File: src/rtl/udm_host_if.sv
// Host-side request/response bundle for udm_host: one request in, one completion out.
// The master drives a transaction and the slave (udm_host) acknowledges and completes it.
interface udm_host_if;
  logic        req_i;
  logic        we_i;
  logic [31:0] addr_bi;
  logic [31:0] wdata_bi;
  logic        ack_o;
  logic        resp_o;
  logic        err_o;
  logic [31:0] rdata_bo;

  modport master (
    output req_i,
    output we_i,
    output addr_bi,
    output wdata_bi,
    input  ack_o,
    input  resp_o,
    input  err_o,
    input  rdata_bo
  );

  modport slave (
    input  req_i,
    input  we_i,
    input  addr_bi,
    input  wdata_bi,
    output ack_o,
    output resp_o,
    output err_o,
    output rdata_bo
  );
endinterface

File: src/rtl/udm_host.sv
// UDM bus host: turns single-word read/write requests into escaped UART frames and decodes replies.
// Optional response timeout in RX_DATA is enabled by defining UDM_HOST_TIMEOUT_EN.
module udm_host #(
  parameter int unsigned RESP_TIMEOUT = 1048576
) (
  input  logic       clk_i,
  input  logic       reset_i,
  udm_host_if.slave  bus,
  output logic [7:0] tx_dout_bo,
  output logic       tx_start_o,
  input  logic       tx_done_tick_i,
  input  logic       rx_done_tick_i,
  input  logic [7:0] rx_din_bi,
  output logic       irq_o
);

  localparam logic [7:0] SyncByte = 8'h55;
  localparam logic [7:0] EscByte  = 8'h5A;

  typedef enum logic [2:0] {
    StIdle,
    StSend,
    StSendEsc,
    StWaitTx,
    StRxData,
    StDone
  } state_e;

  state_e      state_q, state_d;
  logic        we_q, we_d;
  logic [31:0] addr_q, addr_d;
  logic [31:0] wdata_q, wdata_d;
  logic [3:0]  idx_q, idx_d;
  logic        tx_esc_q, tx_esc_d;
  logic        rx_esc_q, rx_esc_d;
  logic [1:0]  rx_cnt_q, rx_cnt_d;
  logic [23:0] rx_data_q, rx_data_d;
  logic [7:0]  tx_dout_q, tx_dout_d;
  logic        tx_start_q, tx_start_d;
  logic        ack_q, ack_d;
  logic        resp_q, resp_d;
  logic        err_q, err_d;
  logic [31:0] rdata_q, rdata_d;
  logic        irq_q, irq_d;

  logic [7:0]  frame_byte;
  logic        needs_esc;
  logic        last_byte;
  logic        rx_is_data;
  logic        rx_is_term;

`ifdef UDM_HOST_TIMEOUT_EN
  logic [31:0] to_cnt_q, to_cnt_d;
`else
  logic        unused_resp_timeout;
  assign unused_resp_timeout = ^RESP_TIMEOUT;
`endif

  // Frame layout by index: sync, cmd, addr[0..3], length[0..3], wdata[0..3].
  always_comb begin
    frame_byte = 8'h00;
    case (idx_q)
      4'd0:    frame_byte = SyncByte;
      4'd1:    frame_byte = we_q ? 8'h81 : 8'h82;
      4'd2:    frame_byte = addr_q[7:0];
      4'd3:    frame_byte = addr_q[15:8];
      4'd4:    frame_byte = addr_q[23:16];
      4'd5:    frame_byte = addr_q[31:24];
      4'd6:    frame_byte = 8'h04;
      4'd10:   frame_byte = wdata_q[7:0];
      4'd11:   frame_byte = wdata_q[15:8];
      4'd12:   frame_byte = wdata_q[23:16];
      4'd13:   frame_byte = wdata_q[31:24];
      default: frame_byte = 8'h00;
    endcase
  end

  assign needs_esc = (idx_q != 4'd0) && ((frame_byte == SyncByte) || (frame_byte == EscByte));
  assign last_byte = (idx_q == (we_q ? 4'd13 : 4'd9));

  always_comb begin
    state_d    = state_q;
    we_d       = we_q;
    addr_d     = addr_q;
    wdata_d    = wdata_q;
    idx_d      = idx_q;
    tx_esc_d   = tx_esc_q;
    rx_esc_d   = rx_esc_q;
    rx_cnt_d   = rx_cnt_q;
    rx_data_d  = rx_data_q;
    tx_dout_d  = tx_dout_q;
    tx_start_d = 1'b0;
    ack_d      = 1'b0;
    resp_d     = 1'b0;
    err_d      = err_q;
    rdata_d    = rdata_q;
    irq_d      = 1'b0;
    rx_is_data = 1'b0;
    rx_is_term = 1'b0;
`ifdef UDM_HOST_TIMEOUT_EN
    to_cnt_d   = '0;
`endif

    unique case (state_q)
      StIdle: begin
        if (bus.req_i) begin
          we_d     = bus.we_i;
          addr_d   = bus.addr_bi;
          wdata_d  = bus.wdata_bi;
          idx_d    = 4'd0;
          tx_esc_d = 1'b0;
          ack_d    = 1'b0 | 1'b1;
          err_d    = 1'b0;
          rdata_d  = '0;
          state_d  = StSend;
        end
      end
      StSend: begin
        tx_start_d = 1'b1;
        if (needs_esc) begin
          tx_dout_d = EscByte;
          tx_esc_d  = 1'b1;
        end else begin
          tx_dout_d = frame_byte;
        end
        state_d = StWaitTx;
      end
      StSendEsc: begin
        tx_start_d = 1'b1;
        tx_dout_d  = frame_byte;
        tx_esc_d   = 1'b0;
        state_d    = StWaitTx;
      end
      StWaitTx: begin
        if (tx_done_tick_i) begin
          if (tx_esc_q) begin
            state_d = StSendEsc;
          end else if (last_byte) begin
            if (we_q) begin
              state_d = StDone;
            end else begin
              rx_cnt_d = 2'd0;
              state_d  = StRxData;
            end
          end else begin
            idx_d   = idx_q + 4'd1;
            state_d = StSend;
          end
        end
      end
      StRxData: begin
        // Received bytes are decoded below so irq_o also works outside this state.
      end
      StDone: begin
        resp_d  = 1'b1;
        err_d   = 1'b0;
        state_d = StIdle;
      end
      default: state_d = StIdle;
    endcase

    // Receive-side escape tracking runs in every state; only RX_DATA consumes data.
    if (rx_done_tick_i) begin
      if (rx_esc_q) begin
        rx_esc_d   = 1'b0;
        rx_is_data = 1'b1;
      end else if (rx_din_bi == EscByte) begin
        rx_esc_d = 1'b1;
      end else if (rx_din_bi == 8'h00) begin
        irq_d = 1'b1;
      end else if ((rx_din_bi == 8'h01) || (rx_din_bi == 8'h02)) begin
        rx_is_term = 1'b1;
      end else begin
        rx_is_data = 1'b1;
      end
    end

    if (state_q == StRxData) begin
      if (rx_is_term) begin
        resp_d  = 1'b1;
        err_d   = 1'b1;
        rdata_d = '0;
        state_d = StIdle;
      end else if (rx_is_data) begin
        if (rx_cnt_q == 2'd3) begin
          resp_d  = 1'b1;
          err_d   = 1'b0;
          rdata_d = {rx_din_bi, rx_data_q};
          state_d = StIdle;
        end else begin
          case (rx_cnt_q)
            2'd0:    rx_data_d[7:0]   = rx_din_bi;
            2'd1:    rx_data_d[15:8]  = rx_din_bi;
            default: rx_data_d[23:16] = rx_din_bi;
          endcase
          rx_cnt_d = rx_cnt_q + 2'd1;
        end
      end
    end

`ifdef UDM_HOST_TIMEOUT_EN
    if (state_q == StRxData) begin
      to_cnt_d = to_cnt_q + 32'd1;
      if ((state_d == StRxData) && (to_cnt_q == 32'(RESP_TIMEOUT - 1))) begin
        resp_d  = 1'b1;
        err_d   = 1'b1;
        rdata_d = '0;
        state_d = StIdle;
      end
    end
`endif
  end

  always_ff @(posedge clk_i) begin
    if (reset_i) begin
      state_q    <= StIdle;
      we_q       <= 1'b0;
      addr_q     <= '0;
      wdata_q    <= '0;
      idx_q      <= '0;
      tx_esc_q   <= 1'b0;
      rx_esc_q   <= 1'b0;
      rx_cnt_q   <= '0;
      rx_data_q  <= '0;
      tx_dout_q  <= 8'h00;
      tx_start_q <= 1'b0;
      ack_q      <= 1'b0;
      resp_q     <= 1'b0;
      err_q      <= 1'b0;
      rdata_q    <= '0;
      irq_q      <= 1'b0;
    end else begin
      state_q    <= state_d;
      we_q       <= we_d;
      addr_q     <= addr_d;
      wdata_q    <= wdata_d;
      idx_q      <= idx_d;
      tx_esc_q   <= tx_esc_d;
      rx_esc_q   <= rx_esc_d;
      rx_cnt_q   <= rx_cnt_d;
      rx_data_q  <= rx_data_d;
      tx_dout_q  <= tx_dout_d;
      tx_start_q <= tx_start_d;
      ack_q      <= ack_d;
      resp_q     <= resp_d;
      err_q      <= err_d;
      rdata_q    <= rdata_d;
      irq_q      <= irq_d;
    end
  end

`ifdef UDM_HOST_TIMEOUT_EN
  always_ff @(posedge clk_i) begin
    if (reset_i) begin
      to_cnt_q <= '0;
    end else begin
      to_cnt_q <= to_cnt_d;
    end
  end
`endif

  assign tx_dout_bo   = tx_dout_q;
  assign tx_start_o   = tx_start_q;
  assign irq_o        = irq_q;
  assign bus.ack_o    = ack_q;
  assign bus.resp_o   = resp_q;
  assign bus.err_o    = err_q;
  assign bus.rdata_bo = rdata_q;

endmodule
File: src/flat_wrapper.sv
// flat-port wrapper written by rule: the top's interface ports become plain ports
module udm_host_flat 
#(
  parameter int unsigned RESP_TIMEOUT = 1048576
)
  (clk_i, reset_i, tx_dout_bo, tx_start_o, tx_done_tick_i, rx_done_tick_i, rx_din_bi, irq_o, bus_req_i, bus_we_i, bus_addr_bi, bus_wdata_bi, bus_ack_o, bus_resp_o, bus_err_o, bus_rdata_bo);
  udm_host_if bus_i ();
  input  logic clk_i;
  input  logic reset_i;
  output logic [7:0] tx_dout_bo;
  output logic tx_start_o;
  input  logic tx_done_tick_i;
  input  logic rx_done_tick_i;
  input  logic [7:0] rx_din_bi;
  output logic irq_o;
  input wire logic [$bits(bus_i.req_i)-1:0] bus_req_i;
  input wire logic [$bits(bus_i.we_i)-1:0] bus_we_i;
  input wire logic [$bits(bus_i.addr_bi)-1:0] bus_addr_bi;
  input wire logic [$bits(bus_i.wdata_bi)-1:0] bus_wdata_bi;
  output wire logic [$bits(bus_i.ack_o)-1:0] bus_ack_o;
  output wire logic [$bits(bus_i.resp_o)-1:0] bus_resp_o;
  output wire logic [$bits(bus_i.err_o)-1:0] bus_err_o;
  output wire logic [$bits(bus_i.rdata_bo)-1:0] bus_rdata_bo;
  assign bus_i.req_i = bus_req_i;
  assign bus_i.we_i = bus_we_i;
  assign bus_i.addr_bi = bus_addr_bi;
  assign bus_i.wdata_bi = bus_wdata_bi;
  assign bus_ack_o = bus_i.ack_o;
  assign bus_resp_o = bus_i.resp_o;
  assign bus_err_o = bus_i.err_o;
  assign bus_rdata_bo = bus_i.rdata_bo;
  udm_host #(.RESP_TIMEOUT(RESP_TIMEOUT)) u_core (.clk_i(clk_i), .reset_i(reset_i), .bus(bus_i), .tx_dout_bo(tx_dout_bo), .tx_start_o(tx_start_o), .tx_done_tick_i(tx_done_tick_i), .rx_done_tick_i(rx_done_tick_i), .rx_din_bi(rx_din_bi), .irq_o(irq_o));
endmodule
File: config.mk
export PLATFORM = sky130hd
export DESIGN_NAME = udm_host_flat
export DESIGN_NICKNAME = d
export VERILOG_FILES = /design/src/rtl/udm_host_if.sv /design/src/rtl/udm_host.sv /design/src/flat_wrapper.sv
export SDC_FILE = /design/constraint.sdc
export NUM_CORES = 1
export LEC_CHECK = 0
export ABC_AREA = 1
export BUFFER_PORTS_ARGS = -buffer_cell sky130_fd_sc_hd__buf_4
export CAP_MARGIN = 15
export CORE_MARGIN = 2
export CORE_UTILIZATION = 51
export DETAILED_ROUTE_END_ITERATION = 10
export PLACE_DENSITY = 0.77
export REMOVE_ABC_BUFFERS = 1
export SETUP_SLACK_MARGIN = 0.2
export SLEW_MARGIN = 10
export SYNTH_ARGS = -nofsm -noshare
export SYNTH_HDL_FRONTEND = slang
export SYNTH_SLANG_ARGS = --single-unit
File: constraint.sdc
create_clock -name clk_i -period 2 [get_ports clk_i]
set_clock_uncertainty 0.2 [all_clocks]
set_input_delay 0.4 -clock clk_i [delete_from_list [all_inputs] [get_ports clk_i]]
set_output_delay 0.4 -clock clk_i [all_outputs]
set_load 0.05 [all_outputs]
==> impl_metrics.tcl, run 1 <==
set metrics [dict create \
    layout_commonest_cell "nor2_1" \
    via_per_inst 5.40 \
    die_area_sq_mm 0.0144 \
    violations "negative setup slack" \
    core_sq_mm 0.0132 \
    synth_cells 996 \
    end_kind "flop" \
    p_per_area_mw_per_mm2 854 \
    root_buffer "clkbuf_16" \
    async_flop_share 0 \
    cp.required_ps 2120 \
    holdWs_ps 4.44 \
    synth_edf_count 0 \
    outcome "finished, violations left" \
    cts.sinks 145 \
    vias 7295 \
    crit_top_cell "nand2_1" \
    grt_max_degree 88 \
    period_share 1.07 \
    crit_fanout 6 \
    crit_chain "buf_12 > nor2_8 > buf_4 > buf_4 > nand3_2 > nand2_1 > nor2_1 > nand2_1 > nor2_1 > nand3_1 > nor2_4 > nand3_4 > nand2_1 > a21oi_1" \
    dp_hpwl_microns 12600 \
    yosysTopAreaCell "dfxtp_1" \
    clkTransAtPathRegs_ps 60 \
    ant_nets 0 \
    drt_iter0_drc 621 \
    min_period_ps 2140 \
    ys_top_cells_by_area "dfxtp_1 (42%), nor2_1 (13%), o21ai_0 (8.7%)" \
    leakagePower_nw 4.03 \
    cts_buffers 17 \
    startpoint_type "flop" \
    ys_warn_count 0 \
    synth_ff_type "dfxtp_1" \
    antenna_found_initial 0 \
    grt.total_usage 0.274 \
    rows 42 \
    setup_viol 6 \
    grt_busiest_layer "met2" \
    layout_common_cells "nor2_1 (212), buf_4 (184), dfxtp_1 (138)" \
    wl_per_cell_microns 15.2 \
    initial_core_util 0.521 \
    rsz0062_at_grt "yes" \
    drc 0 \
    max_clock_freq_ghz 0.467 \
    critPathMaxStageDelay_ps 380 \
    grt_use_met1 0.333 \
    hold_viol 0 \
    grt_pass1_wl_microns 31500 \
    synth_cell_types 37 \
    final_nets 1249 \
    crit_buf_inv 3 \
    drv_cap 0 \
    grtUsageMet2 0.468 \
    slew_violations 0 \
    worstHoldPathType "in2reg" \
    drt-total-wl_microns 20500 \
    area.growth.synth_to_final_pct 37.6 \
    io_buffers 122 \
    crit_arrival_ps 2260 \
    die_height_microns 120 \
    grt_util_met3 0.0632 \
    slowest_stage "dfxtp_4" \
    cts_buffer_depth 2 \
    n_fill_cell 1025 \
    synth-seq-area-share 0.423 \
    ir_worst_vdd_uv 577 \
    netlist_area_sq_mm 0.00687 \
    ys_seq_elements 145 \
    slew_headroom 0.729 \
    insertedDiodeCount 0 \
    ctsHoldBuffers 0 \
    h-tree-depth 4 \
    critical_path_class "reg2reg" \
    grt_pass1_vias 6672 \
    cp_top_family "simple AND/OR/NAND/NOR gates" \
    gp_routability_congestion 0.884 \
    cts_tree "built" \
    grt_overflow 0 \
    num_io_pins 123 \
    tightest_slew_ps 403 \
    synth_top_cell_area_share 0.423 \
    final_util 0.716 \
    fin_ws_ps -141 \
    clkLatencyLatePin_ps 430 \
    dieWidth_microns 120 \
    layout-drive-gt1-share 0.302 \
    syn_area_per_cell_sq_um 6.89 \
    drt-pass1-iter-count 5 \
]
cell families (layout without fill, tap and decap cells):
kind of cell	Yosys count	count (layout)	synth area share
simple gates	476	479	0.304
compound gates	214	214	0.161
buf+inv	154	331	0.0989
flops	145	145	0.423
fa+ha+maj	7	7	0.0128
metrics by stage:
| step | cell area (sq um) | power (mW) | TNS, ps | std cells | setup WS, ps |
|---|---|---|---|---|---|
| 5_1_grt | 9450 | 8.37 | -1040 | 1352 | -207 |
| 3_5_place_dp | 8250 | 4.59 | -681 | 1293 | -148 |
| 3_3_place_gp | 8250 | 4.57 | -282 | 1293 | -91.3 |
| 4_1_cts | 9100 | 7.96 | -116 | 1337 | -63.6 |
| 6_report | 9450 | 8.07 | -653 | 1352 | -141 |
| 2_1_floorplan | 6540 | 4.02 | -116800 | 935 | -1380 |
flip-flops by register name, summed over array words and instances (netlist names), 2 cells and up:
signal	cells
u_core.addr_q	32
u_core.bus.rdata_bo	32
u_core.wdata_q	32
u_core.rx_data_q	24
u_core.tx_dout_bo	8
u_core.idx_q	4
u_core.state_q	3
u_core.rx_cnt_q	2
final timing paths:
path	slack, ps	cells after the start	to	startpoint
worst max-delay path	-140	14	u_core.tx_dout_bo[2]$_SDFFE_PP0P_	u_core.idx_q[3]$_SDFFE_PP0P_
worst min-delay path	4	2	u_core.state_q[1]$_SDFF_PP0_	tx_done_tick_i
worst max register to register	-140	14	u_core.tx_dout_bo[2]$_SDFFE_PP0P_	u_core.idx_q[3]$_SDFFE_PP0P_
worst min register to register	250	2	u_core.wdata_q[26]$_SDFFE_PP0P_	u_core.wdata_q[26]$_SDFFE_PP0P_
power breakdown:
part | total [mW] | internal, mW | switching, mW
clock network | 3.34 | 2.11 | 1.22
logic | 1.48 | 0.594 | 0.886
registers | 3.25 | 3.11 | 0.142
cell type report:
class	instances	area, sq um	share of cell area
clock inverter	9	129	0.0136
timing repair buffer	207	1730	0.183
multi-input combinational	700	3590	0.379
inverter	93	372	0.0393
sequential	145	2920	0.309
tap	176	220	0.0233
clock buffer	22	494	0.0523
worst register-to-register path, delay by kind of cell, from the launching register on:
kind | cells | cell delay, ps
AO/OA/AOI/OAI | 1 | 50
buffers and inverters | 3 | 430
AND/OR/NAND/NOR | 10 | 980
flip-flops | 1 | 380
Yosys cell counts (2+ instances only):
library cell,count
nand2_1,149
nand2_2,3
a21oi_1,62
nand4_1,32
o211ai_1,2
nand3_1,35
o22ai_1,2
clkbuf_1,28
nor2_1,233
inv_1,77
nor2_8,5
o21ai_1,22
a21oi_2,2
nor2_2,4
inv_2,14
buf_1,5
buf_6,9
dfxtp_1,145
nand2_4,2
nor2_4,2
nor3_1,4
a211oi_1,2
nand3b_1,2
o21ai_0,119
ha_1,7
buf_2,18
per-layer routing:
metal	part of all wire	vias up
met1	0.40	3374
li1	-	3562
met4	0.026	0
met5	0	-
met2	0.50	315
met3	0.080	44
what timing repair did:
item	4_1_cts	5_1_grt
gates cloned	4	0
setup endpoints to repair	37	48
pin swaps	20	52
buffers inserted	9	15
resized for setup	32	82
Power figures use the tool's default switching activity.
==> run 2, diff against run 1 <==
--- a/config.mk
+++ b/config.mk
@@ -11,7 +11,7 @@
 export CORE_MARGIN = 2
 export CORE_UTILIZATION = 51
 export DETAILED_ROUTE_END_ITERATION = 10
-export PLACE_DENSITY = 0.77
+export PLACE_DENSITY = 0.75
 export REMOVE_ABC_BUFFERS = 1
 export SETUP_SLACK_MARGIN = 0.2
 export SLEW_MARGIN = 10
==> run 2 against run 1 <==
  * The flow still finishes with violations (negative setup slack)
  * Critical path depth is 1 lower
  * Sequential cell count unchanged
  * Clock-buffer cell count is 5 lower
  * Setup slack gained 52 ps
  * Register-to-register slack better by 50 ps
  * Cell area decreased by 2.6%
  * First-iteration DRC count down 16%
  * Via count shrank 3.1%
  * Global-route usage is 1.6 points lower
  * Combinational power shrank 3%
  * Cell count down 1.6%
==> impl_metrics.tcl, run 2 (same netlist as run 1, synthesis figures left out) <==
set metrics [dict create \
    startpoint_type "flop" \
    slowest_stage "dfxtp_4" \
    crit_chain "buf_6 > ha_4 > buf_12 > nand4_1 > nand2_1 > nor2_2 > nand2_2 > nor2_2 > nand3_2 > nor2_4 > buf_6 > nand3_2 > a21oi_2" \
    cts_buffers 17 \
    regArea_sq_mm 0.00291 \
    grt_overflow 0 \
    via_per_inst 5.32 \
    dp_hpwl_microns 12100 \
    slew_violations 0 \
    dieWidth_microns 120 \
    initial_core_util 0.521 \
    die_area_sq_mm 0.0144 \
    wl_per_cell_microns 14.4 \
    fin_ws_ps -89.0 \
    rows 42 \
    insertedDiodeCount 0 \
    num_io_pins 123 \
    final_nets 1226 \
    fin_area_sq_mm 0.00920 \
    layout_commonest_cell "nor2_1" \
    grt_max_degree 88 \
    drv_cap 0 \
    ir_worst_vdd_uv 537 \
    place_ws_ps -224 \
    slew_headroom 0.759 \
    met3_length_microns 1340 \
    critPathMaxStageDelay_ps 370 \
    hold_viol 0 \
    layout-drive-gt1-share 0.276 \
    grt_pass1_wl_microns 29900 \
    ant_nets 0 \
    leakagePower_nw 3.87 \
    vias 7070 \
    violations "negative setup slack" \
    cts_buffer_depth 2 \
    die_height_microns 120 \
    crit_buf_inv 3 \
    tightest_slew_ps 362 \
    crit_arrival_ps 2250 \
    max_clock_freq_ghz 0.479 \
    min_period_ps 2090 \
    holdWs_ps 25.9 \
    drc 0 \
    gp_routability_congestion 0.869 \
    clkLatencyLatePin_ps 420 \
    clkTransAtPathRegs_ps 60 \
    area.growth.synth_to_final_pct 34.0 \
    grt_pass1_vias 6339 \
    h-tree-depth 4 \
    critical_path_class "reg2reg" \
    cp.required_ps 2160 \
    core_sq_mm 0.0132 \
    cp_top_family "simple AND/OR/NAND/NOR gates" \
    dpl-instance-area_sq_mm 0.00814 \
    outcome "finished, violations left" \
    final_util 0.698 \
    wl_met1_microns 7970 \
    grt.total_usage 0.259 \
    layout_common_cells "nor2_1 (219), buf_4 (163), dfxtp_1 (138)" \
    cts.sinks 145 \
    routed.top_layer "met4" \
    worstHoldPathType "in2reg" \
    crit_fanout 7 \
    end_kind "flop" \
    drt_iter0_drc 522 \
    drt-total-wl_microns 19200 \
    root_buffer "clkbuf_16" \
    setup_viol 5 \
    antenna_found_initial 0 \
    io_buffers 122 \
    period_share 1.04 \
    wl_met2_microns 9400 \
    rsz0062_at_grt "yes" \
    multi_input_area_sq_mm 0.00356 \
    cts_tree "built" \
    drt-pass1-iter-count 7 \
    p_per_area_mw_per_mm2 848 \
    n_fill_cell 1056 \
]
run 2: cell types whose count changed in the layout (fill, tap and decap cells not counted), sizes merged:
cell / before / now
clkinvlp: 2 / 4
clkinv: 6 / 11
bufinv: 3 / 2
clkbuf: 22 / 18
buf: 207 / 181
dlygate4sd3: 0 / 1
nor2: 247 / 248
run 2: metrics by stage:
step / power [mW] / setup TNS [ps] / instances
2_1_floorplan: 4.02 / -116800 / 935
3_3_place_gp: 4.55 / -560 / 1281
3_5_place_dp: 4.57 / -1070 / 1281
4_1_cts: 7.70 / -442 / 1319
5_1_grt: 8.12 / -1220 / 1330
6_report: 7.80 / -272 / 1330
run 2: cell type report:
cell class | count | area share
clock inverter | 15 | 0.0179
tap | 176 | 0.0239
inverter | 93 | 0.0406
timing repair buffer | 183 | 0.168
clock buffer | 17 | 0.0462
multi-input combinational | 701 | 0.386
sequential | 145 | 0.317
run 2: worst register-to-register path, stage by stage (launching register included):
cell and delay, ps:
dfxtp_4 370, buf_6 120, ha_4 180, buf_12 140
nand4_1 70, nand2_1 80, nor2_2 110, nand2_2 90
nor2_2 110, nand3_2 110, nor2_4 140, buf_6 110
nand3_2 70, a21oi_2 130
run 2: path summary, 6_finish.rpt:
kind              slack, ps  cells after the start                           start                        endpoint
setup reg to reg        -90                     13    u_core.idx_q[0]$_SDFFE_PP0P_    u_core.tx_esc_q$_SDFFE_PP0P_
hold / removal           30                      3                 bus_addr_bi[29]  u_core.addr_q[29]$_SDFFE_PP0P_
hold reg to reg         270                      2  u_core.wdata_q[4]$_SDFFE_PP0P_  u_core.wdata_q[4]$_SDFFE_PP0P_
setup / recovery        -90                     13    u_core.idx_q[0]$_SDFFE_PP0P_    u_core.tx_esc_q$_SDFFE_PP0P_
run 2: where the power goes:
| part | internal, mW | switching, mW | total, mW |
|---|---|---|---|
| sequential | 3.11 | 0.145 | 3.26 |
| clock | 1.84 | 1.27 | 3.11 |
| combinational | 0.565 | 0.867 | 1.43 |
| total | 5.52 | 2.28 | 7.80 |
run 2: metal layers:
metal,up-vias,global-route usage
met5,-,0
met4,0,0.0971
met3,40,0.0608
met2,272,0.444
met1,3242,0.314
li1,3516,-
run 2: repair_timing:
item,4_1_cts,5_1_grt
gates cloned,2,4
pin swaps,19,42
buffers inserted,3,7
setup endpoints to repair,17,67
hold buffers,1,0
hold endpoints to repair,1,0
gates resized for setup,20,70
==> run 3, diff against run 2 <==
--- a/config.mk
+++ b/config.mk
@@ -5,13 +5,13 @@
 export SDC_FILE = /design/constraint.sdc
 export NUM_CORES = 1
 export LEC_CHECK = 0
-export ABC_AREA = 1
+export ABC_AREA = 0
 export BUFFER_PORTS_ARGS = -buffer_cell sky130_fd_sc_hd__buf_4
 export CAP_MARGIN = 15
 export CORE_MARGIN = 2
-export CORE_UTILIZATION = 51
+export CORE_UTILIZATION = 49
 export DETAILED_ROUTE_END_ITERATION = 10
-export PLACE_DENSITY = 0.75
+export PLACE_DENSITY = 0.73
 export REMOVE_ABC_BUFFERS = 1
 export SETUP_SLACK_MARGIN = 0.2
 export SLEW_MARGIN = 10
==> run 3 against run 2 <==
  * The flow still finishes with violations (negative setup slack)
  * Hold slack worse by 2.2 ps
  * Setup slack got worse by 370 ps
  * Sequential cell count stayed put
  * Wire length up 20%
  * Clock power about the same
  * Register-to-register slack got worse by 370 ps
  * Combinational power rose by 17%
  * Via count is 6.1% lower
  * Die area down 8.0%
  * Power rose by 1.8%
  * Critical path type unchanged
==> impl_metrics.tcl, run 3 <==
set metrics [dict create \
    min_to "u_core.addr_q[31]$_SDFFE_PP0P_" \
    dpl-instance-area_sq_mm 0.00752 \
    max_clock_freq_ghz 0.407 \
    worstHoldPathType "in2reg" \
    syn_area_per_cell_sq_um 8.63 \
    place_ws_ps -742 \
    stdcell_count 1083 \
    num_io_pins 123 \
    dp_hpwl_microns 11400 \
    p_per_area_mw_per_mm2 833 \
    violations "negative setup slack" \
    io_buffers 122 \
    grt_overflow 0 \
    tightest_slew_ps 564 \
    core_sq_mm 0.0120 \
    insertedDiodeCount 0 \
    ys_top_cells_by_area "dfxtp_1 (48%), nand2_1 (9.7%), a21oi_1 (7.2%)" \
    synth_edf_count 0 \
    whs_path_depth 3 \
    crit_arrival_ps 2570 \
    layout-drive-gt1-share 0.450 \
    slew_headroom 0.624 \
    final_util 0.794 \
    end_kind "flop" \
    rows 40 \
    hold_viol 0 \
    cts_buffer_depth 2 \
    critical_path_class "reg2reg" \
    synth_top_cell_area_share 0.480 \
    initial_core_util 0.504 \
    setup_viol 41 \
    rr_worst_depth 11 \
    rsz0062_at_grt "yes" \
    die_area_sq_mm 0.0133 \
    drv_cap 0 \
    wl_per_cell_microns 21.3 \
    timing.rr.end "u_core.tx_esc_q$_SDFFE_PP0P_" \
    clkLatencyLatePin_ps 420 \
    netlist_area_sq_mm 0.00605 \
    root_buffer "clkbuf_16" \
    area.growth.synth_to_final_pct 57.6 \
    drt-pass1-iter-count 7 \
    antenna_found_initial 0 \
    slew_violations 0 \
    cts.sinks 145 \
    cp.required_ps 2110 \
    min_from "bus_addr_bi[31]" \
    drt-total-wl_microns 23100 \
    async_flop_share 0 \
    dieWidth_microns 115 \
    ctsHoldBuffers 0 \
    grt_max_degree 68 \
    drc 0 \
    fin_ws_ps -456 \
    period_share 1.23 \
    drt_iter0_drc 604 \
    die_height_microns 115 \
    grt_pass1_wl_microns 29700 \
    outcome "finished, violations left" \
    ys_warn_count 0 \
    grt.total_usage 0.287 \
    final_nets 1009 \
    yosysTopAreaCell "dfxtp_1" \
    ir_worst_vdd_uv 616 \
    ant_nets 0 \
    synth_common_cells "nand2_1 (156), dfxtp_1 (145), a21oi_1 (87)" \
    timing.rr.start "u_core.idx_q[1]$_SDFFE_PP0P_" \
    crit_fanout 5 \
    startpoint_type "flop" \
    synth_cells 701 \
    layout_common_cells "buf_4 (202), dfxtp_1 (137), nand2_1 (127)" \
    r2r_setup_slack_ps -460 \
    h-tree-depth 4 \
    synth-seq-area-share 0.480 \
    synth_cell_types 60 \
    synth_ff_type "dfxtp_1" \
    synth.most_common_cell "nand2_1" \
    clkTransAtPathRegs_ps 60 \
    grt_pass1_vias 6062 \
    dp.cells 995 \
    min_period_ps 2460 \
    report.power.total_mw 7.94 \
    layout_commonest_cell "buf_4" \
    cts_buffers 17 \
    cts_tree "built" \
    via_per_inst 6.13 \
    fin_area_sq_mm 0.00954 \
    ys_seq_elements 145 \
    leakagePower_nw 3.89 \
    vias 6641 \
    gp_routability_congestion 0.869 \
]
-- run 3: worst max path at each step --
stage	cells after the start	to	startpoint	slack [ps]
4_1_cts	9	u_core.tx_esc_q$_SDFFE_PP0P_	u_core.idx_q[1]$_SDFFE_PP0P_	-280
3_5_place_dp	7	u_core.bus.rdata_bo[7]$_SDFF_PP0_	rx_din_bi[4]	-740
2_1_floorplan	5	u_core.bus.rdata_bo[31]$_SDFF_PP0_	u_core.state_q[2]$_SDFF_PP0_	-2390
6_report	11	u_core.tx_esc_q$_SDFFE_PP0P_	u_core.idx_q[1]$_SDFFE_PP0P_	-460
5_1_grt	11	u_core.tx_esc_q$_SDFFE_PP0P_	u_core.idx_q[0]$_SDFFE_PP0P_	-510
3_3_place_gp	7	u_core.bus.rdata_bo[31]$_SDFF_PP0_	rx_din_bi[4]	-680
-- run 3: cells by family (layout without fill, tap and decap cells) --
kind of cell | count (synthesis) | after routing | synth area share
DFF | 145 | 145 | 0.480
buffers and inverters | 61 | 294 | 0.0519
xor gates and xnor gates | 6 | 6 | 0.00868
adders and majority gates | 7 | 7 | 0.0145
muxes | 22 | 22 | 0.0385
AOI/OAI and AO/OA | 185 | 185 | 0.198
and+or+nand+nor | 275 | 277 | 0.209
-- run 3: stage by stage --
| step | hold slack [ps] | setup TNS (ps) |
|---|---|---|
| 2_1_floorplan | 226 | -197170 |
| 3_3_place_gp | 243 | -29940 |
| 3_5_place_dp | 248 | -33510 |
| 4_1_cts | 21.4 | -1670 |
| 5_1_grt | 28.2 | -5600 |
| 6_report | 23.6 | -4060 |
-- run 3: area by class of cell --
class                   instances  area, sq um
inverters                       8         35.0
repair buffers                255         2360
multi-input cells             497         3470
flip-flops and latches        145         2920
clock inverters                 9          109
clock buffers                  22          464
well taps                     147          184
fillers                       655         2470
-- run 3: timing repair --
action / CTS / global route
resized for setup: 93 / 126
buffers inserted: 28 / 15
endpoints found under the setup margin: 78 / 129
gates cloned: 6 / 8
pin swaps: 37 / 70
-- run 3: metal layers --
layer  track usage  vias up  share of wire
li1              -     2900              -
met4         0.124        0          0.052
met3        0.0575      126          0.084
met2         0.484      457           0.49
met1         0.357     3158           0.38
met5             0        -              0
-- run 3: where the power goes --
group / internal [mW] / switching [mW] / leakage (nW)
clock network: 1.89 / 1.22 / 0.280
registers: 3.03 / 0.110 / 1.18
logic: 0.784 / 0.895 / 2.43
-- run 3: worst max-delay path, cell delays in order (launching register included) --
cell,delay (ps)
dfxtp_4,390
inv_4,60
ha_4,180
buf_6,130
buf_4,140
a21oi_1,150
o22ai_1,130
a211oi_1,330
buf_4,200
nor4_4,60
buf_4,150
a32o_1,230
